<file path="config.mk">
export PLATFORM = sky130hd
export DESIGN_NAME = wb_select
export DESIGN_NICKNAME = d
export VERILOG_FILES = /design/src/rtl/riscv_wb_pkg.sv /design/src/rtl/load_align.sv /design/src/rtl/wb_select.sv
export SDC_FILE = /design/constraint.sdc
export NUM_CORES = 1
export LEC_CHECK = 0
export BUFFER_PORTS_ARGS = -buffer_cell sky130_fd_sc_hd__clkbuf_2
export CORE_AREA = 2 2 123 125
export DETAILED_ROUTE_END_ITERATION = 8
export DIE_AREA = 0 0 125 127
export PLACE_DENSITY = 0.91
export SETUP_SLACK_MARGIN = 0.4
export SLEW_MARGIN = 20
export SYNTH_ARGS = -nofsm -noshare
export SYNTH_HDL_FRONTEND = slang
export SYNTH_SLANG_ARGS = --single-unit
</file>
<file path="constraint.sdc">
create_clock -name clk -period 14 [get_ports clk]
set_input_delay 2.8 -clock clk [delete_from_list [all_inputs] [get_ports clk]]
set_output_delay 2.8 -clock clk [all_outputs]
set_load 0.02 [all_outputs]
</file>
<file path="src/rtl/riscv_wb_pkg.sv">
// rtl/riscv_wb_pkg.sv - write-back source codes, load funct3 constants and FSM state encoding
package riscv_wb_pkg;

    typedef enum logic [1:0] {
        WB_ALU = 2'd0,
        WB_MEM = 2'd1,
        WB_PC4 = 2'd2,
        WB_IMM = 2'd3
    } wb_src_e;

    localparam logic [2:0] F3_LB  = 3'b000;
    localparam logic [2:0] F3_LH  = 3'b001;
    localparam logic [2:0] F3_LW  = 3'b010;
    localparam logic [2:0] F3_LBU = 3'b100;
    localparam logic [2:0] F3_LHU = 3'b101;

    typedef enum logic [1:0] {
        IDLE     = 2'd0,
        WAIT_MEM = 2'd1,
        WRITE    = 2'd2
    } wb_state_e;

endpackage

</file>
<file path="src/rtl/load_align.sv">
// rtl/load_align.sv - selects the addressed byte/half of a load word and sign/zero-extends it
module load_align
    import riscv_wb_pkg::*;
#(
    parameter int XLEN = 32
) (
    input  logic [XLEN-1:0] rdata,
    input  logic [1:0]      off,
    input  logic [2:0]      funct3,
    output logic [XLEN-1:0] word
);

    logic [7:0]  byte_v;
    logic [15:0] half_v;

    // Halfword loads ignore off[0]: only the two naturally aligned halves are reachable.
    always_comb begin
        byte_v = rdata[{off, 3'b000} +: 8];
        half_v = rdata[{off[1], 4'b0000} +: 16];
        case (funct3)
            F3_LB:   word = {{(XLEN-8){byte_v[7]}}, byte_v};
            F3_LBU:  word = {{(XLEN-8){1'b0}}, byte_v};
            F3_LH:   word = {{(XLEN-16){half_v[15]}}, half_v};
            F3_LHU:  word = {{(XLEN-16){1'b0}}, half_v};
            default: word = rdata;
        endcase
    end

endmodule

</file>
<file path="src/rtl/wb_select.sv">
// rtl/wb_select.sv - write-back source select and load handshake; WB_TIMEOUT_EN adds a WAIT_MEM abort timer
module wb_select
    import riscv_wb_pkg::*;
#(
    parameter int XLEN    = 32,
    parameter int TIMEOUT = 16
) (
    input  logic            clk,
    input  logic            rst,
    input  logic            start,
    input  logic [1:0]      wb_src,
    input  logic            reg_write,
    input  logic [4:0]      rd,
    input  logic [2:0]      funct3,
    input  logic [XLEN-1:0] alu_result,
    input  logic [XLEN-1:0] pc,
    input  logic [XLEN-1:0] imm,
    input  logic [XLEN-1:0] mem_rdata,
    input  logic            mem_rvalid,
    output logic            rf_we,
    output logic [4:0]      rf_waddr,
    output logic [XLEN-1:0] rf_wdata,
    output logic            busy,
    output logic            done,
    output logic            err
);

    if (TIMEOUT < 1) begin : g_bad_timeout
        $error("wb_select: TIMEOUT must be at least 1");
    end

    wb_state_e       state_q, state_d;
    wb_src_e         src_q;
    logic            regw_q;
    logic [4:0]      rd_q;
    logic [2:0]      f3_q;
    logic [XLEN-1:0] alu_q, pc4_q, imm_q;

    logic            rf_we_q, rf_we_d;
    logic [4:0]      rf_waddr_q, rf_waddr_d;
    logic [XLEN-1:0] rf_wdata_q, rf_wdata_d;
    logic            busy_q, busy_d;
    logic            done_q, done_d;

    logic            capture, enter_write, abort;
    logic            from_inputs;
    wb_src_e         sel_src;
    logic            sel_regw;
    logic [4:0]      sel_rd;
    logic [2:0]      sel_f3;
    logic [XLEN-1:0] sel_alu, sel_pc4, sel_imm, pc4_in, load_word, sel_value;

    // A non-load retires the cycle after start, before the capture registers are
    // loaded, so the operand set comes straight from the inputs while in IDLE.
    assign from_inputs = (state_q == IDLE);
    assign pc4_in      = pc + XLEN'(4);
    assign sel_src     = from_inputs ? wb_src_e'(wb_src) : src_q;
    assign sel_regw    = from_inputs ? reg_write         : regw_q;
    assign sel_rd      = from_inputs ? rd                : rd_q;
    assign sel_f3      = from_inputs ? funct3            : f3_q;
    assign sel_alu     = from_inputs ? alu_result        : alu_q;
    assign sel_pc4     = from_inputs ? pc4_in            : pc4_q;
    assign sel_imm     = from_inputs ? imm               : imm_q;

    load_align #(.XLEN(XLEN)) u_load_align (
        .rdata  (mem_rdata),
        .off    (sel_alu[1:0]),
        .funct3 (sel_f3),
        .word   (load_word)
    );

    always_comb begin
        case (sel_src)
            WB_MEM:  sel_value = load_word;
            WB_PC4:  sel_value = sel_pc4;
            WB_IMM:  sel_value = sel_imm;
            default: sel_value = sel_alu;
        endcase
    end

`ifdef WB_TIMEOUT_EN
    localparam int CW = $clog2(TIMEOUT) + 1;
    logic [CW-1:0] cnt_q, cnt_d;
    logic          timed_out;
    logic          err_q;

    assign timed_out = (cnt_q == CW'(TIMEOUT - 1));
    assign cnt_d     = (state_q == WAIT_MEM) ? cnt_q + CW'(1) : '0;

    always_ff @(posedge clk or posedge rst) begin
        if (rst) begin
            cnt_q <= '0;
            err_q <= 1'b0;
        end else begin
            cnt_q <= cnt_d;
            err_q <= abort;
        end
    end
    assign err = err_q;
`else
    logic timed_out;
    assign timed_out = 1'b0;
    assign err       = 1'b0;
`endif

    always_comb begin
        state_d = state_q;
        capture = 1'b0;
        abort   = 1'b0;
        case (state_q)
            IDLE: begin
                if (start) begin
                    capture = 1'b1;
                    state_d = (wb_src_e'(wb_src) == WB_MEM) ? WAIT_MEM : WRITE;
                end
            end
            WAIT_MEM: begin
                if (mem_rvalid) begin
                    state_d = WRITE;
                end else if (timed_out) begin
                    state_d = IDLE;
                    abort   = 1'b1;
                end
            end
            WRITE:   state_d = IDLE;
            default: state_d = IDLE;
        endcase

        enter_write = (state_d == WRITE);
        rf_we_d     = enter_write && sel_regw && (sel_rd != 5'd0);
        rf_waddr_d  = enter_write ? sel_rd    : rf_waddr_q;
        rf_wdata_d  = enter_write ? sel_value : rf_wdata_q;
        done_d      = enter_write || abort;
        busy_d      = (state_d != IDLE);
    end

    always_ff @(posedge clk or posedge rst) begin
        if (rst) begin
            state_q    <= IDLE;
            src_q      <= WB_ALU;
            regw_q     <= 1'b0;
            rd_q       <= '0;
            f3_q       <= '0;
            alu_q      <= '0;
            pc4_q      <= '0;
            imm_q      <= '0;
            rf_we_q    <= 1'b0;
            rf_waddr_q <= '0;
            rf_wdata_q <= '0;
            busy_q     <= 1'b0;
            done_q     <= 1'b0;
        end else begin
            state_q    <= state_d;
            if (capture) begin
                src_q  <= wb_src_e'(wb_src);
                regw_q <= reg_write;
                rd_q   <= rd;
                f3_q   <= funct3;
                alu_q  <= alu_result;
                pc4_q  <= pc4_in;
                imm_q  <= imm;
            end
            rf_we_q    <= rf_we_d;
            rf_waddr_q <= rf_waddr_d;
            rf_wdata_q <= rf_wdata_d;
            busy_q     <= busy_d;
            done_q     <= done_d;
        end
    end

    assign rf_we    = rf_we_q;
    assign rf_waddr = rf_waddr_q;
    assign rf_wdata = rf_wdata_q;
    assign busy     = busy_q;
    assign done     = done_q;

endmodule

</file>
==> flow_metrics.tcl <==
set metrics [dict create \
    io_pins 184 \
    placed_area_um2 9350 \
    cts_tree "built" \
    fp-row-count 44 \
    grt_util_met2 0.489 \
    yosys.area_share.simple 0.159 \
    numCtsBuffers 17 \
    grt_max_degree 94 \
    root_buffer "clkbuf_16" \
    place.gp.congestion 1.03 \
    crit_fanout 21 \
    arrival_ns 5.15 \
    grt_pass1_vias 7583 \
    end_kind "register" \
    rr_endpoint "rf_wdata[11]" \
    nNetsFinal 1183 \
    track_usage 0.333 \
    worst_slew_pin_slew_ns 1.07 \
    grt_pass1_wl_mm 41.1 \
    avgRoutedWirePerCell_um 21.3 \
    p_per_area_nw_per_um2 160 \
    fp.dieH_um 127 \
    syn_avg_cell_area_um2 9.42 \
    fin_hold_ws_ns 0.480 \
    rsz0062_at_grt "false" \
    synth_nets 1035 \
    muxShareOfSynthArea 0.157 \
    drive_above_1_share 0.308 \
    use_met3 0.0980 \
    via_per_inst 6.43 \
    fill_cells 1113 \
    synth-seq-cells 149 \
    busiest_layer "met2" \
    finalInstanceArea_um2 9990 \
    gr-total-overflow 0 \
    synth_compound_area_frac 0.172 \
    cts.sinks 149 \
    synthXorXnorAreaFrac 0.0292 \
    synth_fa_ha_area_frac 0.00149 \
    relSlewSlack 0.286 \
    htreeDepth 4 \
    dp.cells 1203 \
    coreArea_um2 14400 \
    dieArea_um2 15900 \
    irDropWorstVdd_mv 0.105 \
    hold_path_end "rf_wdata[1]" \
    die_x_um 125 \
    final_cells 1236 \
    setup_violations 0 \
    clk_pin_slew_ns 0.06 \
    clock_latency_ns 0.43 \
    async_reset_ff_frac 1.00 \
    period_minus_slack_ns 4.87 \
    wl_mm 26.4 \
    numPortBuffers 182 \
    final_cell_mix "clkbuf_2 (182), nand2_1 (149), dfrtp_1 (149), a21oi_1 (91), mux2_2 (88)" \
    dr_total_vias 7952 \
    clock_path_buffers 2 \
    hold_depth 2 \
    timing.rr.start "state_q[0]" \
    reg2reg_depth 7 \
    p_leak_nw 4.42 \
    final_common_cell "clkbuf_2" \
    hold_start "rf_wdata[1]" \
    hold_class "register to register" \
    antenna_found_initial 0 \
    start_kind "primary input" \
    slew_viol_final 0 \
    seq_area_frac_synth 0.444 \
    post-route-period-util 0.348 \
    fmax_ghz 0.205 \
    drc 0 \
    n_antenna_cell 0 \
    tns_ns 0 \
    ys_warn_count 0 \
    post_cts_resized 0 \
    required_ns 14.28 \
    synth_cells 891 \
    worstSetupPathType "primary input to register" \
    fin_skew_ns 0.00752 \
    ys.flop_type "dfrtp_1" \
    post_cts_buffers 0 \
    use_met1 0.458 \
    syn_area_um2 8390 \
    synth_top_family_by_area "compound AO/OA/AOI/OAI gates" \
    status "complete, no violations" \
    dpl.hpwl_mm 18.7 \
    r2r_slack_ns 9.69 \
    maxCapViolCount 0 \
    drtPass1Iterations 6 \
    start_util 0.582 \
    postRouteAntennaNets 0 \
    first_iter_violations 1029 \
    synth_edf_count 0 \
    finalHoldViolCount 0 \
    areaGrowthSynthToFinish_pct 19.1 \
    synthDistinctLibCells 55 \
    postCtsHoldBufs 0 \
]
## flip-flops by register name, summed over array words and instances (netlist names)
| signal | flops |
|---|---|
| alu_q | 32 |
| busy | 1 |
| done | 1 |
| f3_q | 3 |
| imm_q | 32 |
| pc4_q | 32 |
| rd_q | 5 |
| regw_q | 1 |
| rf_waddr | 5 |
| rf_wdata | 32 |
| rf_we | 1 |
| src_q | 2 |
| state_q | 2 |
## metrics by stage
step,power (mW),utilization,setup slack [ns]
after floorplan,0.941,-,7.19
after global placement,1.10,0.648,8.76
after detailed placement,1.11,0.648,8.64
after CTS,1.59,0.690,9.05
after global routing,1.67,0.693,8.96
final,1.60,0.693,9.13
## power breakdown
part,internal (mW),switching (mW)
clock,0.289,0.186
combinational,0.193,0.312
sequential,0.543,0.0771
## layout make-up
cell class / count / area, µm² / share of cell area
repair buffers: 191 / 998 / 0.0999
clock inverters: 12 / 154 / 0.0154
well taps: 184 / 230 / 0.0230
clock buffers: 20 / 457 / 0.0457
flip-flops and latches: 149 / 3730 / 0.373
inverters: 7 / 31.3 / 0.00313
multi-input cells: 673 / 4390 / 0.440
## synth_stat cells (all sizes together) (4+ instances only)
library cell | count | share of area
a211o | 4 | 0.0042
a211oi | 14 | 0.013
a21oi | 92 | 0.056
a221oi | 11 | 0.011
a31oi | 54 | 0.041
and2 | 5 | 0.0037
and3 | 10 | 0.0075
and4 | 4 | 0.0042
buf | 30 | 0.019
clkbuf | 32 | 0.014
dfrtp | 149 | 0.44
inv | 7 | 0.0031
mux2 | 88 | 0.12
mux2i | 33 | 0.039
nand2 | 149 | 0.067
nand2b | 13 | 0.0097
nand3 | 20 | 0.012
nand4 | 10 | 0.0075
nor2 | 55 | 0.025
nor3 | 7 | 0.0042
nor3b | 4 | 0.0036
nor4 | 4 | 0.0030
o211ai | 9 | 0.0081
o21ai | 12 | 0.0072
o22a | 6 | 0.0063
o22ai | 6 | 0.0045
or3 | 4 | 0.0036
xnor2 | 14 | 0.015
xor2 | 14 | 0.015
## logic make-up after synthesis
group	after synthesis
AND/OR/NAND/NOR	295
AO/OA/AOI/OAI	227
flip-flops	149
multiplexers	121
buffers and inverters	69
XOR/XNOR	28
adder cells (fa/ha/maj)	1
other	1
## worst max-delay path: stages
cell and delay, ns:
clkbuf_2 0.14, inv_1 0.10, and3_1 0.51, nor2_1 0.81, o22ai_1 0.28, a221oi_1 0.38
o21ai_0 0.12
## worst max-delay path by stage
stage	depth (start not counted)	start	end
4_1_cts	7	wb_src[1]	rf_wdata[29]
6_report	7	wb_src[0]	rf_wdata[1]
5_1_grt	7	wb_src[0]	rf_wdata[1]
3_3_place_gp	7	wb_src[1]	rf_wdata[22]
3_5_place_dp	7	wb_src[1]	rf_wdata[19]
2_1_floorplan	1	rst	alu_q[0]
## routing by layer
metal	share of wire	wire (µm)
met2	0.44	11600
met4	0.044	1160
met1	0.40	10600
met3	0.11	2980
met5	0	0
Note: power is estimated with default switching activity, not from simulation.
